[src/rtl/block_encode_dc_coeff.sv]
// Serialises one DC coefficient as an MSB-first bitstream: the dct_dc_size
// VLC (luma or chroma table), then the low Size bits of the adjusted differential.
// Handshake: a bit moves on any cycle where Data_Valid_O and Ready_I are both high.

`ifndef BLOCK_DECODE_LUMA_SEL
`define BLOCK_DECODE_LUMA_SEL 1'b1
`endif

module block_encode_dc_coeff #(
    parameter int unsigned MAX_SIZE = 11
) (
    input  logic        clock,
    input  logic        resetn,
    input  logic        Start_I,
    input  logic        Luma_Chroma_Sel_I,
    input  logic [3:0]  Size_I,
    input  logic [11:0] Diff_I,
    input  logic        Ready_I,
    output logic        Data_Out_O,
    output logic        Data_Valid_O,
    output logic        Busy_O,
    output logic        Done_O,
    output logic        Error_O
);

    typedef enum logic [1:0] {StIdle, StSizeCode, StDiff, StDone} state_e;

    state_e      state_q, state_d;
    logic [9:0]  code_sr_q, code_sr_d;
    logic [10:0] diff_sr_q, diff_sr_d;
    logic [3:0]  cnt_q, cnt_d;
    logic [3:0]  size_q, size_d;
    logic        data_out_q, data_out_d;
    logic        valid_q, valid_d;
    logic        busy_q, busy_d;
    logic        done_q, done_d;
    logic        error_q, error_d;

    logic [3:0]  tbl_len;
    logic [9:0]  tbl_code;
    logic [9:0]  code_aligned;
    logic [10:0] diff_adj;
    logic [10:0] diff_aligned;
    logic        size_bad;
    logic        xfer;

    // VLC lookup for the requested size; codes are right-aligned with their length.
    always_comb begin
        tbl_len  = 4'd2;
        tbl_code = 10'd0;
        if (Luma_Chroma_Sel_I == `BLOCK_DECODE_LUMA_SEL) begin
            case (Size_I)
                4'd0:    begin tbl_len = 4'd3; tbl_code = 10'd4;   end
                4'd1:    begin tbl_len = 4'd2; tbl_code = 10'd0;   end
                4'd2:    begin tbl_len = 4'd2; tbl_code = 10'd1;   end
                4'd3:    begin tbl_len = 4'd3; tbl_code = 10'd5;   end
                4'd4:    begin tbl_len = 4'd3; tbl_code = 10'd6;   end
                4'd5:    begin tbl_len = 4'd4; tbl_code = 10'd14;  end
                4'd6:    begin tbl_len = 4'd5; tbl_code = 10'd30;  end
                4'd7:    begin tbl_len = 4'd6; tbl_code = 10'd62;  end
                4'd8:    begin tbl_len = 4'd7; tbl_code = 10'd126; end
                4'd9:    begin tbl_len = 4'd8; tbl_code = 10'd254; end
                4'd10:   begin tbl_len = 4'd9; tbl_code = 10'd510; end
                4'd11:   begin tbl_len = 4'd9; tbl_code = 10'd511; end
                default: begin tbl_len = 4'd2; tbl_code = 10'd0;   end
            endcase
        end else begin
            case (Size_I)
                4'd0:    begin tbl_len = 4'd2;  tbl_code = 10'd0;    end
                4'd1:    begin tbl_len = 4'd2;  tbl_code = 10'd1;    end
                4'd2:    begin tbl_len = 4'd2;  tbl_code = 10'd2;    end
                4'd3:    begin tbl_len = 4'd3;  tbl_code = 10'd6;    end
                4'd4:    begin tbl_len = 4'd4;  tbl_code = 10'd14;   end
                4'd5:    begin tbl_len = 4'd5;  tbl_code = 10'd30;   end
                4'd6:    begin tbl_len = 4'd6;  tbl_code = 10'd62;   end
                4'd7:    begin tbl_len = 4'd7;  tbl_code = 10'd126;  end
                4'd8:    begin tbl_len = 4'd8;  tbl_code = 10'd254;  end
                4'd9:    begin tbl_len = 4'd9;  tbl_code = 10'd510;  end
                4'd10:   begin tbl_len = 4'd10; tbl_code = 10'd1022; end
                4'd11:   begin tbl_len = 4'd10; tbl_code = 10'd1023; end
                default: begin tbl_len = 4'd2;  tbl_code = 10'd0;    end
            endcase
        end
    end

    // Operand shaping at capture: left-align the code; negative diffs use diff-1,
    // and left-aligning the low Size bits drops everything above them.
    always_comb begin
        code_aligned = tbl_code << (4'd10 - tbl_len);
        diff_adj     = Diff_I[10:0] - {10'd0, Diff_I[11]};
        diff_aligned = diff_adj << (4'd11 - Size_I);
        size_bad     = 32'(Size_I) > MAX_SIZE;
        xfer         = valid_q & Ready_I;
    end

    // Next-state and next-output logic; outputs are registered from these values.
    always_comb begin
        state_d    = state_q;
        code_sr_d  = code_sr_q;
        diff_sr_d  = diff_sr_q;
        cnt_d      = cnt_q;
        size_d     = size_q;
        data_out_d = data_out_q;
        valid_d    = valid_q;
        busy_d     = busy_q;
        done_d     = 1'b0;
        error_d    = 1'b0;
        case (state_q)
            StIdle: begin
                valid_d = 1'b0;
                busy_d  = 1'b0;
                if (Start_I) begin
                    if (size_bad) begin
                        error_d = 1'b1;
                    end else begin
                        state_d    = StSizeCode;
                        code_sr_d  = code_aligned;
                        diff_sr_d  = diff_aligned;
                        cnt_d      = tbl_len;
                        size_d     = Size_I;
                        data_out_d = code_aligned[9];
                        valid_d    = 1'b1;
                        busy_d     = 1'b1;
                    end
                end
            end
            StSizeCode: begin
                if (xfer) begin
                    if (cnt_q > 4'd1) begin
                        code_sr_d  = code_sr_q << 1;
                        cnt_d      = cnt_q - 4'd1;
                        data_out_d = code_sr_q[8];
                    end else if (size_q != 4'd0) begin
                        state_d    = StDiff;
                        cnt_d      = size_q;
                        data_out_d = diff_sr_q[10];
                    end else begin
                        state_d = StDone;
                        cnt_d   = 4'd0;
                        valid_d = 1'b0;
                        done_d  = 1'b1;
                    end
                end
            end
            StDiff: begin
                if (xfer) begin
                    if (cnt_q > 4'd1) begin
                        diff_sr_d  = diff_sr_q << 1;
                        cnt_d      = cnt_q - 4'd1;
                        data_out_d = diff_sr_q[9];
                    end else begin
                        state_d = StDone;
                        cnt_d   = 4'd0;
                        valid_d = 1'b0;
                        done_d  = 1'b1;
                    end
                end
            end
            StDone: begin
                state_d = StIdle;
                busy_d  = 1'b0;
                valid_d = 1'b0;
            end
            default: begin
                state_d = StIdle;
                valid_d = 1'b0;
                busy_d  = 1'b0;
            end
        endcase
    end

    // State, datapath and output registers with asynchronous clear.
    always_ff @(posedge clock or negedge resetn) begin
        if (!resetn) begin
            state_q    <= StIdle;
            code_sr_q  <= 10'd0;
            diff_sr_q  <= 11'd0;
            cnt_q      <= 4'd0;
            size_q     <= 4'd0;
            data_out_q <= 1'b0;
            valid_q    <= 1'b0;
            busy_q     <= 1'b0;
            done_q     <= 1'b0;
            error_q    <= 1'b0;
        end else begin
            state_q    <= state_d;
            code_sr_q  <= code_sr_d;
            diff_sr_q  <= diff_sr_d;
            cnt_q      <= cnt_d;
            size_q     <= size_d;
            data_out_q <= data_out_d;
            valid_q    <= valid_d;
            busy_q     <= busy_d;
            done_q     <= done_d;
            error_q    <= error_d;
        end
    end

    assign Data_Out_O   = data_out_q;
    assign Data_Valid_O = valid_q;
    assign Busy_O       = busy_q;
    assign Done_O       = done_q;
    assign Error_O      = error_q;

endmodule

[config.mk]
export PLATFORM = sky130hd
export DESIGN_NAME = block_encode_dc_coeff
export DESIGN_NICKNAME = d
export VERILOG_FILES = /design/src/rtl/block_encode_dc_coeff.sv
export SDC_FILE = /design/constraint.sdc
export NUM_CORES = 1
export LEC_CHECK = 0
export CAP_MARGIN = 10
export CELL_PAD_IN_SITES_DETAIL_PLACEMENT = 1
export CELL_PAD_IN_SITES_GLOBAL_PLACEMENT = 1
export CORE_MARGIN = 10
export CORE_UTILIZATION = 48
export CTS_CLUSTER_SIZE = 24
export DETAILED_ROUTE_END_ITERATION = 16
export PLACE_DENSITY_LB_ADDON = 0.1
export SLEW_MARGIN = 20
export SYNTH_ARGS = -nofsm -noshare
export SYNTH_HDL_FRONTEND = slang
export SYNTH_SLANG_ARGS = --single-unit
export TNS_END_PERCENT = 1
[constraint.sdc]
create_clock -name clock -period 5.65 [get_ports clock]
set_input_delay 0.565 -clock clock [delete_from_list [all_inputs] [get_ports clock]]
set_output_delay 0.565 -clock clock [all_outputs]
set_load 0.1 [all_outputs]
* Word level (Yosys, flattened, before mapping) *
Memory sizes are Yosys's and may differ from the RTL's.
Cells that the tools add are included.

storage, ports and cells
  register bits after elaboration = 35
  bits in read-only memories = 432
  output and inout port bits = 5
  word-level logic and storage cells = 102
  memories kept = 2

memory list
  name              words  bits a word  read ports  clocked after memory_dff  wr ports  line  source
  (name not given)  16     14           1           0                         0         68    case (Size_I)
  (name not given)  16     13           1           0                         0         52    case (Size_I)

cells by class
  add/sub/neg operators = 4
  order comparisons = 2
  equal/unequal tests = 13
  shifts and indexed selects = 2
  multiplexer cells = 54
  bitwise operators = 2
  reductions and logical operators = 13

operator list
  kind                                                                             number
  11-bit 2-to-1 mux                                                                4
  9-bit 2-to-1 mux                                                                 4
  4-bit 2-to-1 mux                                                                 8
  1-bit 2-to-1 mux                                                                 23
  11-bit case mux with 2 select lines                                              1
  5-bit AND reduction                                                              4
  2-bit != test, second input constant                                             9
  9-bit case mux with 2 select lines                                               1
  2-bit 2-to-1 mux                                                                 6
  4-bit case mux with 3 select lines                                               1
  11-bit by 4-bit left shift with 11-bit output                                    1
  11-bit by 1-bit subtractor with 11-bit output                                    1
  10-bit 2-to-1 mux                                                                1
  10-bit by 4-bit left shift with 10-bit output                                    1
  2-bit case mux with 4 select lines                                               1
  4-bit subtractor, first input constant                                           2
  7-bit AND reduction                                                              1
  6-bit AND reduction                                                              1
  2-bit nonzero test                                                               3
  2-bit equality test, second input constant                                       2
  4-bit by 1-bit greater-than comparator with 1-bit output, second input constant  1
  4-bit greater-than comparator, second input constant                             1
  1-bit case mux with 2 select lines                                               2
  1-bit case mux with 4 select lines                                               1
  other kinds (10)                                                                 10

* Logic depth before layout (Yosys ltp) *
An unclocked memory read counts as a cell.

  depth after elaboration = 7
  mapped depth = 15
  gate-level depth less buffers = 12

* Worst setup path before layout *
No wires, ideal clock.

  path kind = input to register
  from = input port Size_I[1]
  to = register data_out_q (netlist: Data_Out_O)
  setup time = 126 ps
  arrival time = 3484 ps
  path slack = 2040 ps
  cell stages on the path = 15
  path buffers = 4
  path through = buf_1 inv_1 clkbuf_1 ha_1 mux2_2 a221o_1 nand2_2 inv_2 buf_2 ha_1 xnor2_1 clkbuf_1 o221ai_1 o221ai_1 a21oi_1

between the ends
  cells in the longest elaborated chain, start to end = 7
  elaborated cells between the ends (all ways) = 12
  those cells by class = add/sub: 1; order compare: 1; eq/ne: 1; shift: 1; mux: 5; reduce/logical: 1; memory: 2

ends and longest elaborated chain
  item                                                      line  source
  start, declared                                           16    input logic [3:0] Size_I,
  memory 16 x 14 bit or memory 16 x 13 bit (tied branches)  n/a
  4-bit 2-to-1 mux                                          51    if (Luma_Chroma_Sel_I == `BLOCK_DECODE_LUMA_SEL) begin
  4-bit subtractor                                          89    code_aligned = tbl_code << (4'd10 - tbl_len);
  10-bit by 4-bit left shift with 10-bit output             89
  1-bit 2-to-1 mux                                          113   if (size_bad) begin
  1-bit 2-to-1 mux                                          112   if (Start_I) begin
  1-bit case mux with 3 select lines                        108   case (state_q)
  end signal, assigned                                      191   data_out_q <= data_out_d;
  end, declared                                             33    logic data_out_q, data_out_d;

Parallel ways exist; a longest one is shown, timed or not. The select of a mux whose other input is x is not followed.
A chain may end at the register's enable or synchronous reset.

* Worst setup path in the final report *
  from = input port Size_I[1]
  to = register code_sr_q[5]

between the ends
  cells in the longest elaborated chain, start to end = 7
  elaborated cells between the ends (all ways) = 12
  those cells by class = add/sub: 1; order compare: 1; eq/ne: 1; shift: 1; mux: 5; reduce/logical: 1; memory: 2

ends and longest elaborated chain
  item                                                      line  source
  memory 16 x 14 bit or memory 16 x 13 bit (tied branches)  n/a
  4-bit 2-to-1 mux                                          51
  4-bit subtractor                                          89
  10-bit by 4-bit left shift with 10-bit output             89
  9-bit 2-to-1 mux                                          113
  9-bit 2-to-1 mux                                          112
  9-bit case mux with 2 select lines                        108
  end signal, assigned                                      187   code_sr_q <= code_sr_d;
  end, declared                                             29    logic [9:0] code_sr_q, code_sr_d;

Parallel ways exist; a longest one is shown, timed or not. The select of a mux whose other input is x is not followed.

==> results.md <==
- # setup viols final: 0
- Most common cell on crit path: ha_1
- Routability congestion estimate from global placement: 0.839
- First-pass GRT wire length: 16.4 mm
- Std-Cell Rows: 30
- Vias in the first global route: 3345
- Clock sinks: 35
- Critical-path top delay cell: ha_1
- Initial core utilization: 48.9%
- Crit path cell chain: clkdlybuf4s50_1, buf_4, inv_1, ha_1, mux2_2, a221o_1, nand2_2, inv_2, ha_1, clkinv_1, nor3_1, a311oi_1, a22oi_1, o221ai_1
- Layout cells sized above 1: 7.32%
- Top FF cell, synth: dfrtp_1
- Final Non-Filler Cells: 517
- Yosys top cell by area: dfrtp_1
- Post-CTS sizing: 0
- Most common cell in the netlist: nor2_1
- Maximum number of pins on one net before global-route repair: 36
- Die span in x: 103 um
- Core ar.: 6760 um2
- Worst-path maximum fanout: 23
- Synth Area per Inst: 7.79 um2
- Synth top cells by count: nor2_1, nand2_1, dfrtp_1
- DR DRC count: 0
- Clock slew at reported path FFs: 80 ps
- Buf/Inv on CP: 5
- CTS tree: done
- Hold Buf Count CTS: 0
- Area Growth Syn to Fin: 11.4%
- Synthesized area: 3300 um2
- CTS H-tree depth: 2
- Port buffer count: 25
- Detailed Routing Iterations Pass 1: 4
- Pwr per Cell Area: 422 nW/um2
- CP Capture Type: register
- CP Class: in2reg
- CTS buffer count: 5
- WP data required: 5780 ps
- Vias per cell: 6.29
- Yosys warnings: 0
- Peak VDD IR: 0.111 mV
- Synth cell types: 63
- Die H: 103 um
- Fmax: 0.239 GHz
- GRT Util Overall: 19.1%
- Placed Area: 3590 um2
- Slew Limit Fails: 0
- Post-CTS Setup Bufs: 0
- Clock skew: 6.37 ps
- Post-route ant nets: 0
- Hold_ws: 493 ps
- Finished Cell Area: 3680 um2
- Worst slew margin: 29.7%
- GRT overflow: 0
- Setup ws final: 1460 ps
- Cells after Synth: 424
- Final period demand of the worst path: 4190 ps
- Final hold vios: 0
- Cell family with most CP delay: buffers and inverters
- Initial antenna violation count: 0
- Worst min path class: reg2reg
- Top-area cell type share of the netlist area: 26.5%
- Number of enable flip-flop cells after synthesis: 0
- Status: finished, final reports clean
- I/O pins: 26
- Setup tns final: 0 ps
- MaxCap Viol Count: 0
- Unrepaired setup endpoints after global routing: false
- Slew @ Worst Pin: 1050 ps
- Layout Nets: 476
- Drt initial violations: 123
- Async set or reset register ratio after synthesis: 100%
- DP Worst Slack: 1180 ps
- Placed Cells incl. Taps: 510
- Post-DP HPWL: 7.48 mm
- CTS Buffer Depth: 2
- Worst Path Arrival: 4320 ps
- Die ar.: 10600 um2
- #FFs+latches synth: 35
- P_leak: 0.00151 uW
- Fin crit share: 74.2%
- Sequential cell area fraction in the yosys report: 26.5%
- Routed length per instance: 18.8 um
- Diode count: 0
- Syn nets: 463
- Root buf cell: clkbuf_8
- Slowest stage delay, CP: 550 ps
- Synth top area cells: dfrtp_1, ha_1, nor2_1
- Final WL: 9.70 mm
- Vias: 3251
- Clk_lat worst skew: 290 ps
- CP Launch Type: input port
==> tightest hold or removal path, cell delays in order, from the launching register on <==
cell and delay [ps]:
dfrtp_1 340, nand2_1 50, o221ai_1 60
==> worst paths after layout <==
kind	startpoint	to	cells after the start	slack (ps)
min	code_sr_q[5]	code_sr_q[5]	2	490
max reg2reg	state_q[0]	diff_sr_q[8]	8	2810
max	Size_I[1]	code_sr_q[5]	14	1460
min in group asynchronous	resetn	diff_sr_q[6]	2	710
min reg2reg	code_sr_q[5]	code_sr_q[5]	2	490
max in group asynchronous	resetn	cnt_q[2]	2	4610
==> cells by family after synthesis <==
| family | Yosys count | synth area share, % |
|---|---|---|
| fa+ha+maj | 18 | 6.82 |
| mux | 23 | 7.95 |
| flops | 35 | 26.5 |
| xor+xnor | 9 | 2.61 |
| buf+inv | 44 | 5.11 |
| simple gates | 162 | 24.2 |
| compound gates | 133 | 26.8 |
==> where the power goes <==
part	internal [uW]	switching [uW]	total, uW
clock	95.7	92.1	188
sequential	359	78.8	438
combinational	338	591	929
total	793	762	1560
==> layout make-up <==
type / instances / area, um2
flip-flops and latches: 35 / 876
repair buffers: 29 / 280
multi-input cells: 345 / 2260
fillers: 835 / 3070
inverters: 21 / 78.8
clock inverters: 1 / 5.00
clock buffers: 6 / 82.6
well taps: 80 / 100
==> registers in the layout, indices dropped and copies added (netlist names) <==
signal / cells
cnt_q: 4
Error_O: 1
code_sr_q: 9
Busy_O: 1
Done_O: 1
diff_sr_q: 11
Data_Out_O: 1
size_q: 4
Data_Valid_O: 1
state_q: 2
==> per-layer routing <==
metal,global-route usage (%),vias up,part of all wire [%]
met1,25.2,1587,46
met3,2.68,10,3.7
met5,0,-,0
li1,-,1577,-
met4,5.99,0,1.4
met2,31.3,77,49
==> stage by stage <==
step | util [%] | total power [uW]
global route | 54.5 | 1690
CTS | 54.5 | 1560
finish | 54.5 | 1560
floorplan | - | 1130
global placement | 53.2 | 1330
detailed placement | 53.2 | 1370
==> layout by cell type, fill, tap and decap left out, types with 7 or more instances in the layout <==
cell type,count
a31oi_1,8
nor2b_1,11
o21ai_0,31
mux2i_1,15
nand2b_1,9
nand3_1,11
o221ai_1,8
nor3_1,10
nand2_1,41
a21oi_1,31
o31ai_1,7
nor2_1,43
inv_1,18
ha_1,18
dfrtp_1,35
clkdlybuf4s50_1,25
(Power assumes the default switching activity.)
